## src/rtl/banco_fifos_salida.sv

```systemverilog
// banco_fifos_salida: four-lane output FIFO bank at the receive end of the
// transaction layer. One-hot Push writes the shared data word into a lane.
// Each lane is drained independently by Pop, with registered read data.
// Optional feature: define SALIDA_ERR_EN to compile in the sticky per-lane
// overflow/underflow error register. Without it, error is tied low.
module banco_fifos_salida #(
  parameter int DATA_W    = 6,
  parameter int DEPTH     = 4,
  parameter int AF_THRESH = 3
) (
  input  logic                  clk,
  input  logic                  reset,
  input  logic                  Enable,
  input  logic [3:0]            Push,
  input  logic [DATA_W-1:0]     data_in,
  input  logic [3:0]            Pop,
  output logic [4*DATA_W-1:0]   data_out,
  output logic [3:0]            valid_out,
  output logic [3:0]            FIFO_empty,
  output logic [3:0]            FIFO_full,
  output logic [3:0]            Almost_full,
  output logic [3:0]            error
);

  localparam int PTR_W = $clog2(DEPTH);
  localparam int CNT_W = PTR_W + 1;
  localparam logic [CNT_W-1:0] DEPTH_C = CNT_W'(DEPTH);
  localparam logic [CNT_W-1:0] AF_C    = CNT_W'(AF_THRESH);

  logic [3:0]        push_sel;
  logic [3:0]        push_ok;
  logic [3:0]        pop_ok;
  logic [PTR_W-1:0]  wptr [4];
  logic [PTR_W-1:0]  rptr [4];
  logic [CNT_W-1:0]  cnt  [4];
  logic [DATA_W-1:0] mem  [4][DEPTH];
  logic [DATA_W-1:0] data_p1 [4];
  logic [3:0]        vld_p1;

  // An illegal multi-hot Push only writes its lowest set lane.
  assign push_sel = Push & (~Push + 4'd1);

  // Accept decisions: a pop on a full lane frees the slot the push needs.
  always_comb begin
    pop_ok  = '0;
    push_ok = '0;
    for (int i = 0; i < 4; i++) begin
      pop_ok[i]  = Enable & Pop[i] & (cnt[i] != '0);
      push_ok[i] = Enable & push_sel[i] & ((cnt[i] != DEPTH_C) | pop_ok[i]);
    end
  end

  // Lane storage: plain data, written only on an accepted push.
  always_ff @(posedge clk) begin
    for (int i = 0; i < 4; i++) begin
      if (push_ok[i]) mem[i][wptr[i]] <= data_in;
    end
  end

  // Pointers, occupancy and registered read port (stage p1).
  always_ff @(posedge clk or posedge reset) begin
    if (reset) begin
      for (int i = 0; i < 4; i++) begin
        wptr[i]    <= '0;
        rptr[i]    <= '0;
        cnt[i]     <= '0;
        data_p1[i] <= '0;
      end
      vld_p1 <= '0;
    end else begin
      vld_p1 <= pop_ok;
      for (int i = 0; i < 4; i++) begin
        if (pop_ok[i]) begin
          data_p1[i] <= mem[i][rptr[i]];
          rptr[i]    <= rptr[i] + PTR_W'(1);
        end
        if (push_ok[i]) wptr[i] <= wptr[i] + PTR_W'(1);
        case ({push_ok[i], pop_ok[i]})
          2'b10:   cnt[i] <= cnt[i] + CNT_W'(1);
          2'b01:   cnt[i] <= cnt[i] - CNT_W'(1);
          default: cnt[i] <= cnt[i];
        endcase
      end
    end
  end

  genvar g;
  generate
    for (g = 0; g < 4; g++) begin : g_lane
      assign data_out[g*DATA_W +: DATA_W] = data_p1[g];
      assign FIFO_empty[g]  = (cnt[g] == '0);
      assign FIFO_full[g]   = (cnt[g] == DEPTH_C);
      assign Almost_full[g] = (cnt[g] >= AF_C);
    end
  endgenerate

  assign valid_out = vld_p1;

`ifdef SALIDA_ERR_EN
  logic [3:0] err_q;
  logic [3:0] err_set;

  // Flag lanes named by a multi-hot Push, dropped pushes and empty pops.
  always_comb begin
    err_set = '0;
    for (int i = 0; i < 4; i++) begin
      err_set[i] = Enable & ((Push[i] & ~push_sel[i]) |
                             (push_sel[i] & ~push_ok[i]) |
                             (Pop[i] & (cnt[i] == '0)));
    end
  end

  // Sticky error register, cleared only by reset.
  always_ff @(posedge clk or posedge reset) begin
    if (reset) err_q <= '0;
    else       err_q <= err_q | err_set;
  end

  assign error = err_q;
`else
  assign error = 4'b0000;
`endif

endmodule

```

## config.mk

```make
export PLATFORM = sky130hd
export DESIGN_NAME = banco_fifos_salida
export DESIGN_NICKNAME = d
export VERILOG_FILES = /design/src/rtl/banco_fifos_salida.sv
export SDC_FILE = /design/constraint.sdc
export NUM_CORES = 1
export LEC_CHECK = 0
export CAP_MARGIN = 40
export CORE_MARGIN = 2
export CORE_UTILIZATION = 50
export DETAILED_ROUTE_END_ITERATION = 8
export PLACE_DENSITY = 0.71
export SKIP_CTS_REPAIR_TIMING = 1
export SLEW_MARGIN = 30
export SYNTH_ARGS = -nofsm -noshare
export SYNTH_HDL_FRONTEND = slang
export SYNTH_SLANG_ARGS = --single-unit
export TNS_END_PERCENT = 5
```

## constraint.sdc

```tcl
create_clock -name clk -period 1.83 [get_ports clk]
set_input_delay 0.4575 -clock clk [delete_from_list [all_inputs] [get_ports clk]]
set_output_delay 0.4575 -clock clk [all_outputs]
set_load 0.02 [all_outputs]
```

# --- Word level (Yosys, flattened, before mapping) ---
# Memories as Yosys holds them, arrays and structs flattened.
# Cells that the tools add are included.
word_totals:
  mem_count: 1
  register_bits: 56
  out_inout_bits: 44
  ramBits: 96
  in_bits: 17
classes:
  n_reduce_logical: 19
  bitwise_logic: 30
  eq_ne: 16
  addsub: 17
  mux: 41
  magnitude_cmp: 16
mem_list:
  columns: ["memory", "depth", "width", "read_ports", "rd_ports_with_merged_regs", "wr", "line_no", "source"]
  rows:
  - ["mem", 4, 24, 4, 0, 1, "36", "logic [DATA_W-1:0] mem [4][DEPTH];"]
op_table:
  columns: ["cell", "count"]
  rows:
  - ["$mux 24", 10]
  - ["$mux 6", 12]
  - ["$reduce_or 24->1", 3]
  - ["$bmux 6 s2", 4]
  - ["$demux 6 s2", 4]
  - ["$ge 3x3->1 const B", 8]
  - ["$not 2->3", 8]
  - ["$pmux 3 s2", 4]
  - ["$add 2x1->2 const B", 8]
  - ["$and 1x1->1", 16]
  - ["$add 3x1->3 const B", 4]
  - ["$eq 3x3->1 const B", 4]
  - ["$ge 3x2->1 const B", 4]
  - ["$logic_not 3->1", 4]
  - ["$lt 3x1->1 const B", 4]
  - ["$ne 3x3->1 const B", 4]
  - ["$reduce_bool 3->1", 4]
  - ["$sub 3x1->3 const B", 4]
  - ["$eq 2x1->1 const B", 4]
  - ["$eq 2x2->1 const B", 4]
  - ["$reduce_bool 2->1", 4]
  - ["$mux 2", 3]
  - ["$add 4x1->4 const B", 1]
  - ["$and 4x4->4", 1]
  - ["4 further kinds", 13]

# --- Logic depth before layout (Yosys ltp) ---
# Gate-level depths: netlist (run 1).
depth:
  word_depth: 11
  ltp_mapped: 10
  mapped_depth_nobuf: 10

# --- Worst setup path after synthesis (run 1) ---
# Ideal clock, no wire load.
synth_path:
  path_type: "in2reg"
  start: "in Pop[1]"
  end: "reg cnt[7] (netlist name)"
  setup_time_ns: 0.126
  n_path_buf: 1
  setup_slack_ns: -0.372
  arrival_time_ns: 2.076
  t_required_ns: 1.704
  stages: 8
  cell_sequence: "buf_4 nand2_1 or3_1 fa_1 nor2b_1 mux2i_1 nor3_1 a311o_1"
synth_via:
  elab_chain_len: 6
  elab_cells_between_ends: 8
  cone_classes: "eq/ne: 2; mux: 1; bitwise: 4; reduce/logical: 1"
synth_rtl:
  columns: ["item", "line_no", "source"]
  rows:
  - ["start: declaration", "16", "input logic [3:0] Pop,"]
  - ["$and 1x1->1 (*) (2 in a row)", "48", "pop_ok[i] = Enable & Pop[i] & (cnt[i] != '0);"]
  - ["$or 1x1->1", "49", "push_ok[i] = Enable & push_sel[i] & ((cnt[i] != DEPTH_C) | pop_ok[i]);"]
  - ["$and 1x1->1", "49", null]
  - ["$eq 2x1->1 or $eq 2x2->1 (tied branches)", "78", "case ({push_ok[i], pop_ok[i]})"]
  - ["$pmux 3 s2 or $reduce_bool 2->1 (tied branches)", null, null]
  - ["end signal: indexed assignment", "79", "2'b10: cnt[i] <= cnt[i] + CNT_W'(1);"]
  - ["end signal: indexed assignment", "80", "2'b01: cnt[i] <= cnt[i] - CNT_W'(1);"]
  - ["end signal: indexed assignment", "81", "default: cnt[i] <= cnt[i];"]
  - ["end: declaration", "35", "logic [CNT_W-1:0] cnt [4];"]
# Mark *: on every way between the ends. The rest lies on a longest branch, timed or not.
# A chain may end at the register's enable or synchronous reset.

# --- Worst setup path after layout (run 1) ---
layout_path:
  start: "reg cnt[6] (netlist name)"
  end: "reg cnt[7] (netlist name)"
layout_via:
  elab_chain_len: 6
  elab_cells_between_ends: 11
  cone_classes: "add/sub: 2; eq/ne: 3; mux: 1; bitwise: 3; reduce/logical: 2"
layout_rtl:
  columns: ["item", "line_no"]
  rows:
  - ["$reduce_bool 3->1", "48"]
  - ["$and 1x1->1", "48"]
  - ["$or 1x1->1", "49"]
  - ["$and 1x1->1", "49"]
  - ["$eq 2x1->1 or $eq 2x2->1 (tied branches)", "78"]
  - ["$pmux 3 s2 or $reduce_bool 2->1 (tied branches)", null]
# Parallel ways exist; a longest one is shown, timed or not.

==> results of run 1 <==
[worst min path at each step]
stage / from / endpoint / slack, ps / depth (start not counted)
after floorplan: cnt[2]$_DFFE_PP0P_ / cnt[2]$_DFFE_PP0P_ / 500 / 1
after global placement: data_out[6]$_DFFE_PP0P_ / data_out[6]$_DFFE_PP0P_ / 460 / 2
after detailed placement: data_out[6]$_DFFE_PP0P_ / data_out[6]$_DFFE_PP0P_ / 460 / 2
after CTS: reset / data_out[18]$_DFFE_PP0P_ / 440 / 3
after global routing: reset / data_out[18]$_DFFE_PP0P_ / 450 / 3
final: reset / data_out[18]$_DFFE_PP0P_ / 440 / 3
[per-stage QoR]
| stage | std cells | worst slack [ps] | util | setup TNS [ps] | cell area, um2 |
|---|---|---|---|---|---|
| after floorplan | 398 | -325 | - | -1410 | 6510 |
| after global placement | 688 | -759 | 0.620 | -49760 | 7820 |
| after detailed placement | 688 | -791 | 0.620 | -53280 | 7820 |
| after CTS | 720 | -517 | 0.672 | -8600 | 8490 |
| after global routing | 723 | -236 | 0.683 | -1020 | 8620 |
| final | 723 | -143 | 0.683 | -407 | 8620 |
[power by group]
part           internal [uW]  leakage [uW]  switching (uW)
sequential              4380       0.00153             667
clock                   2520      0.000321            1280
combinational           2400       0.00192            1960
total                   9300       0.00378            3910
[final cells by class]
cell class / instances / area (um2) / share of cell area
clock inverter: 13 / 198 / 0.0229
tap: 172 / 215 / 0.0250
inverter: 28 / 113 / 0.0131
clock buffer: 19 / 464 / 0.0539
multi-input combinational: 201 / 2030 / 0.236
timing repair buffer: 138 / 1310 / 0.152
sequential: 152 / 4280 / 0.497
[flip-flops by register name, indices dropped and copies added (netlist names)]
signal     count
mem           96
wptr           8
valid_out      4
cnt           12
rptr           8
data_out      24
[cell families after synthesis]
family	Yosys count	synth area share
other cells	1	0.000579
buf+inv	45	0.0344
simple gates	78	0.0678
xor+xnor	23	0.0311
compound gates	24	0.0292
fa+ha+maj	22	0.0472
mux	50	0.128
flops	152	0.662
[metal layers]
layer,share of wire,track usage
met5,0,0
met4,0.011,0.0633
met3,0.047,0.0460
met2,0.53,0.308
met1,0.41,0.221
[cell usage after synthesis (2+ instances only)]
master and n:
a21o_1 6, a21oi_2 3, a21oi_4 2, and2_1 17, and3_1 2, buf_1 4, buf_2 4, buf_4 7
buf_6 2, dfrtp_1 56, edfxtp_1 96, fa_1 4, ha_1 18, inv_1 25, mux2_2 21, mux2i_1 4
mux4_2 24, nand2_1 27, nand2b_1 2, nand3b_1 2, nor2_1 7, nor3_1 4, nor3_2 2, nor3_4 2
nor3b_1 2, o21ai_0 6, o221ai_1 2, or2_1 2, or3_1 2, xnor2_1 16, xor2_1 7
[tightest hold or removal path: stages]
cell	delay, ps
clkdlybuf4s50_1	420
inv_2	70
buf_12	290
==> flow_summary.json, run 1 <==
{
  "timing_hold_violations_final": 0,
  "netlist_top_cells_area": "edfxtp_1, dfrtp_1, mux4_2, mux2_2, ha_1",
  "yosysSeqAreaShare": 0.662,
  "crit_cells": 7,
  "numCtsBuffers": 17,
  "cp.buffers_inverters": 0,
  "cp-end-kind": "flip-flop",
  "reg2reg_from": "cnt[6]$_DFFE_PP0P_",
  "ios": 61,
  "power_density_mw_per_mm2": 1530,
  "drtIter0Drc": 157,
  "die_w_um": 118,
  "fin_nets": 577,
  "async_reset_ff_frac": 0.368,
  "antenna_found_initial": 0,
  "final_cell_mix": "edfxtp_1, buf_4, dfrtp_1",
  "cp_cell_sequence": "nor3_2 -> or3_4 -> fa_2 -> nor2b_2 -> mux2i_1 -> nor3_1 -> a311o_1",
  "violations": "negative setup slack",
  "start_util": 0.513,
  "diodes": 0,
  "grt_pass1_vias": 3799,
  "synth_top_area_frac": 0.445,
  "ys_ff_latch": 152,
  "gp_congestion": 0.795,
  "cts_tree": "yes",
  "wl_per_cell_um": 16.2,
  "timing.rr.end": "cnt[7]$_DFFE_PP0P_",
  "rsz0062_at_grt": "yes",
  "synth_cell_types": 48,
  "critPathSlowestCell": "fa_2",
  "route.detailed.drc": 0,
  "avgSynthCellArea_um2": 16.4,
  "finalCriticalPeriod_ps": 1970,
  "crit_fanout": 2,
  "finalSetupViolations": 5,
  "min_period_over_period": 1.08,
  "crit_end": "cnt[7]$_DFFE_PP0P_",
  "grtUsageTotal": 0.179,
  "io_buffers": 56,
  "area_growth_pct": 33.1,
  "max_stage_delay_ps": 530,
  "avgViaCountPerCell": 5.08,
  "ant_nets": 0,
  "clockBufferDepth": 2,
  "cp.arrival_ps": 2270,
  "leakage_uw": 0.00378,
  "grt_pass1_wl_um": 18900,
  "rows": 41,
  "synth_ff_type": "edfxtp_1",
  "clk_latency_ps": 410,
  "htreeDepth": 4,
  "worst_hold_slack_ps": 441,
  "die_h_um": 118,
  "drt_pass1_iterations": 4,
  "grt_overflow": 0,
  "drive_gt1_frac": 0.359,
  "start_kind": "flip-flop",
  "cp.required_ps": 2130,
  "vias": 3675,
  "path_class": "flip-flop to flip-flop",
  "reg2reg_slack_ps": -140,
  "clock_skew_ps": 7.77,
  "synth_edf_count": 96,
  "ff2ff_path_depth": 7,
  "synthCells": 395,
  "hold_class": "input pin to async pin",
  "wirelength_um": 11700,
  "peakVddDrop_mv": 0.921,
  "dieArea_mm2": 0.0139,
  "synth-warning-count": 0,
  "core_mm2": 0.0126,
  "fill_cells": 867,
  "setup_ws_ps": -143,
  "cp_top_family": "simple AND/OR/NAND/NOR gates",
  "outcome": "finished with violations",
  "clk_pin_slew_ps": 60,
  "cap_violations": 0,
  "drv_slew": 0,
  "cts_num_sinks": 152,
  "synth_largest_area_cell": "edfxtp_1",
  "root_buffer": "clkbuf_16",
  "total_power_uw": 13200,
  "cp-startpoint": "cnt[6]$_DFFE_PP0P_",
  "final_common_cell": "edfxtp_1",
  "dp_hpwl_um": 7840,
  "grt_max_degree": 57,
  "syn_area_mm2": 0.00647,
  "fmax_mhz": 507
}
Note: power is estimated with default switching activity, not from simulation.
==> run 2: changes to the inputs <==
Settings changed: ABC_CLOCK_PERIOD_IN_PS set to 1830.
==> results of run 2 <==
No change in the layout: final DEF, timing and power equal those of run 1.
==> run 3: changes to the inputs <==
Settings changed: ABC_AREA set to 1, GPL_TIMING_DRIVEN set to 0.
==> run 3 against run 2 <==
  * The run still ends with negative setup slack left
  * Combinational power shrank 2%
  * Clock skew is essentially flat
  * Clock power shrank 11%
  * Routed wire length grew 1.5%
  * Sequential power shrank 3%
  * Register-to-register slack is essentially flat
  * Count of clock-buffer cells in the layout shrank 1
  * Synthesized area grew 0.87%
  * Critical path type unchanged
  * Critical endpoint is now cnt[5]$_DFFE_PP0P_
  * Largest cell class unchanged
  * Largest power group unchanged
  * Highest routed layer unchanged
==> flow_summary.json, run 3 <==
{
  "outcome": "finished with violations",
  "violations": "negative setup slack",
  "finalSetupViolations": 4,
  "clock_skew_ps": 7.84,
  "clockBufferDepth": 2,
  "grt_pass1_wl_um": 19800,
  "synth_ff_type": "edfxtp_1",
  "grt_max_degree": 38,
  "worst_hold_slack_ps": 330,
  "synth_cell_types": 35,
  "netlist_top_cells_area": "edfxtp_1, dfrtp_1, nor2_1, o21ai_0, ha_1",
  "synth_edf_count": 96,
  "yosysSeqAreaShare": 0.656,
  "ant_nets": 0,
  "wl_per_cell_um": 14.4,
  "root_buffer": "clkbuf_16",
  "route.detailed.drc": 0,
  "io_buffers": 55,
  "htreeDepth": 4,
  "vias": 4088,
  "drt_pass1_iterations": 4,
  "async_reset_ff_frac": 0.368,
  "finalInstanceArea_mm2": 0.00800,
  "avgSynthCellArea_um2": 11.6,
  "die_w_um": 118,
  "gp_congestion": 0.786,
  "drv_slew": 0,
  "clk_latency_ps": 420,
  "clk_pin_slew_ps": 60,
  "grt_overflow": 0,
  "cp-end-kind": "flip-flop",
  "grtUsageTotal": 0.185,
  "slew_headroom": 0.511,
  "synth-warning-count": 0,
  "setup_ws_ps": -149,
  "start_util": 0.515,
  "finalCriticalPeriod_ps": 1980,
  "fin_nets": 683,
  "cp.arrival_ps": 2280,
  "timing_hold_violations_final": 0,
  "power_density_mw_per_mm2": 1570,
  "ios": 61,
  "rows": 41,
  "ys_ff_latch": 152,
  "fmax_mhz": 505,
  "cts_tree": "yes",
  "final_cell_mix": "nor2_1, edfxtp_1, dfrtp_1",
  "start_kind": "flip-flop",
  "die_h_um": 118,
  "min_period_over_period": 1.08,
  "drtIter0Drc": 279,
  "dieArea_mm2": 0.0140,
  "final_common_cell": "nor2_1",
  "antenna_found_initial": 0,
  "rsz0062_at_grt": "yes",
  "grt_pass1_vias": 4110,
  "cap_violations": 0,
  "synth.most_common_cell": "nor2_1",
  "avgViaCountPerCell": 4.93,
  "wirelength_um": 11900,
  "core_mm2": 0.0127,
  "cp.required_ps": 2130,
  "syn_area_mm2": 0.00653,
  "dp_hpwl_um": 8340,
  "cts_num_sinks": 152,
  "diodes": 0,
  "hold_class": "input pin to async pin",
  "drive_gt1_frac": 0.166,
  "synth_commonest_cells": "nor2_1, edfxtp_1, o21ai_0",
  "area_growth_pct": 22.5,
  "largest_reg_flops": 96,
  "synth_largest_area_cell": "edfxtp_1",
  "synthCells": 564,
  "numCtsBuffers": 17,
  "worst_pin_slew_ps": 731,
  "peakVddDrop_mv": 0.786,
  "crit_fanout": 8,
  "leakage_uw": 0.00343,
  "path_class": "flip-flop to flip-flop",
  "placed_cell_area_mm2": 0.00736,
  "fill_cells": 975,
  "synth_top_area_frac": 0.441
}
[run 3: cell types whose count changed after synthesis, sizes merged, moves of 17 or more]
cell   before  now
mux2       22    0
o21ai       6   61
inv        28   65
mux4       24    0
nand2      28   47
and2       18    0
a31oi       1   18
nor2        7  135
[run 3: cell families (layout without fill, tap and decap cells)]
group	Yosys count	in the layout	synth area share
buf+inv	83	173	0.0577
compound gates	91	91	0.0784
flops	152	152	0.656
fa+ha+maj	22	22	0.0468
simple gates	199	199	0.139
other cells	1	4	0.000574
xor+xnor	16	16	0.0215
[run 3: stage by stage]
step,instances,setup slack (ps),total power (uW),TNS [ps],utilization
global placement,794,-1110,9210,-95930,0.579
global route,829,-299,13400,-1010,0.631
CTS,827,-564,12800,-9680,0.627
floorplan,567,-133,7820,-300,-
finish,829,-149,12500,-497,0.631
detailed placement,795,-759,9390,-38250,0.581
[run 3: worst max-delay path, stage by stage (launching register included)]
cell     delay, ps
dfrtp_1        400
inv_2          110
nand2_4         80
nor2_4         110
nand2_1        100
nand2_4        120
ha_1           150
inv_1           70
fa_2           340
a21oi_1        150
o21ai_1         90
xor2_1         140
[run 3: cell type report]
| class | instances | area, um2 | area share |
|---|---|---|---|
| repair buffers | 58 | 606 | 0.0757 |
| clock buffers | 18 | 429 | 0.0536 |
| inverters | 66 | 258 | 0.0322 |
| multi-input cells | 332 | 1930 | 0.241 |
| plain buffers | 17 | 125 | 0.0156 |
| clock inverters | 14 | 153 | 0.0191 |
| flip-flops and latches | 152 | 4290 | 0.536 |
| well taps | 172 | 215 | 0.0269 |
[run 3: per-layer routing]
| layer | wire length (um) | track usage |
|---|---|---|
| met1 | 5060 | 0.230 |
| met2 | 5870 | 0.299 |
| met3 | 672 | 0.0478 |
| met4 | 322 | 0.0964 |
| met5 | 0 | 0 |
[run 3: path summary, 6_finish.rpt]
path                                          from                 endpoint  slack [ps]  cells past startpoint
setup / recovery                cnt[3]$_DFFE_PP0P_       cnt[5]$_DFFE_PP0P_        -150                     11
max in group asynchronous                    reset   valid_out[2]$_DFF_PP0_        1000                      3
setup reg to reg                cnt[3]$_DFFE_PP0P_       cnt[5]$_DFFE_PP0P_        -150                     11
hold reg to reg            data_out[1]$_DFFE_PP0P_  data_out[1]$_DFFE_PP0P_         480                      2
hold / removal                               reset      wptr[6]$_DFFE_PP0P_         330                      2
min in group clk           data_out[1]$_DFFE_PP0P_  data_out[1]$_DFFE_PP0P_         480                      2
[run 3: report_power, final]
part | switching [uW] | leakage (uW) | internal, uW
Sequential | 535 | 0.00152 | 4370
Combinational | 2590 | 0.00165 | 1670
Clock | 1360 | 0.000272 | 2010
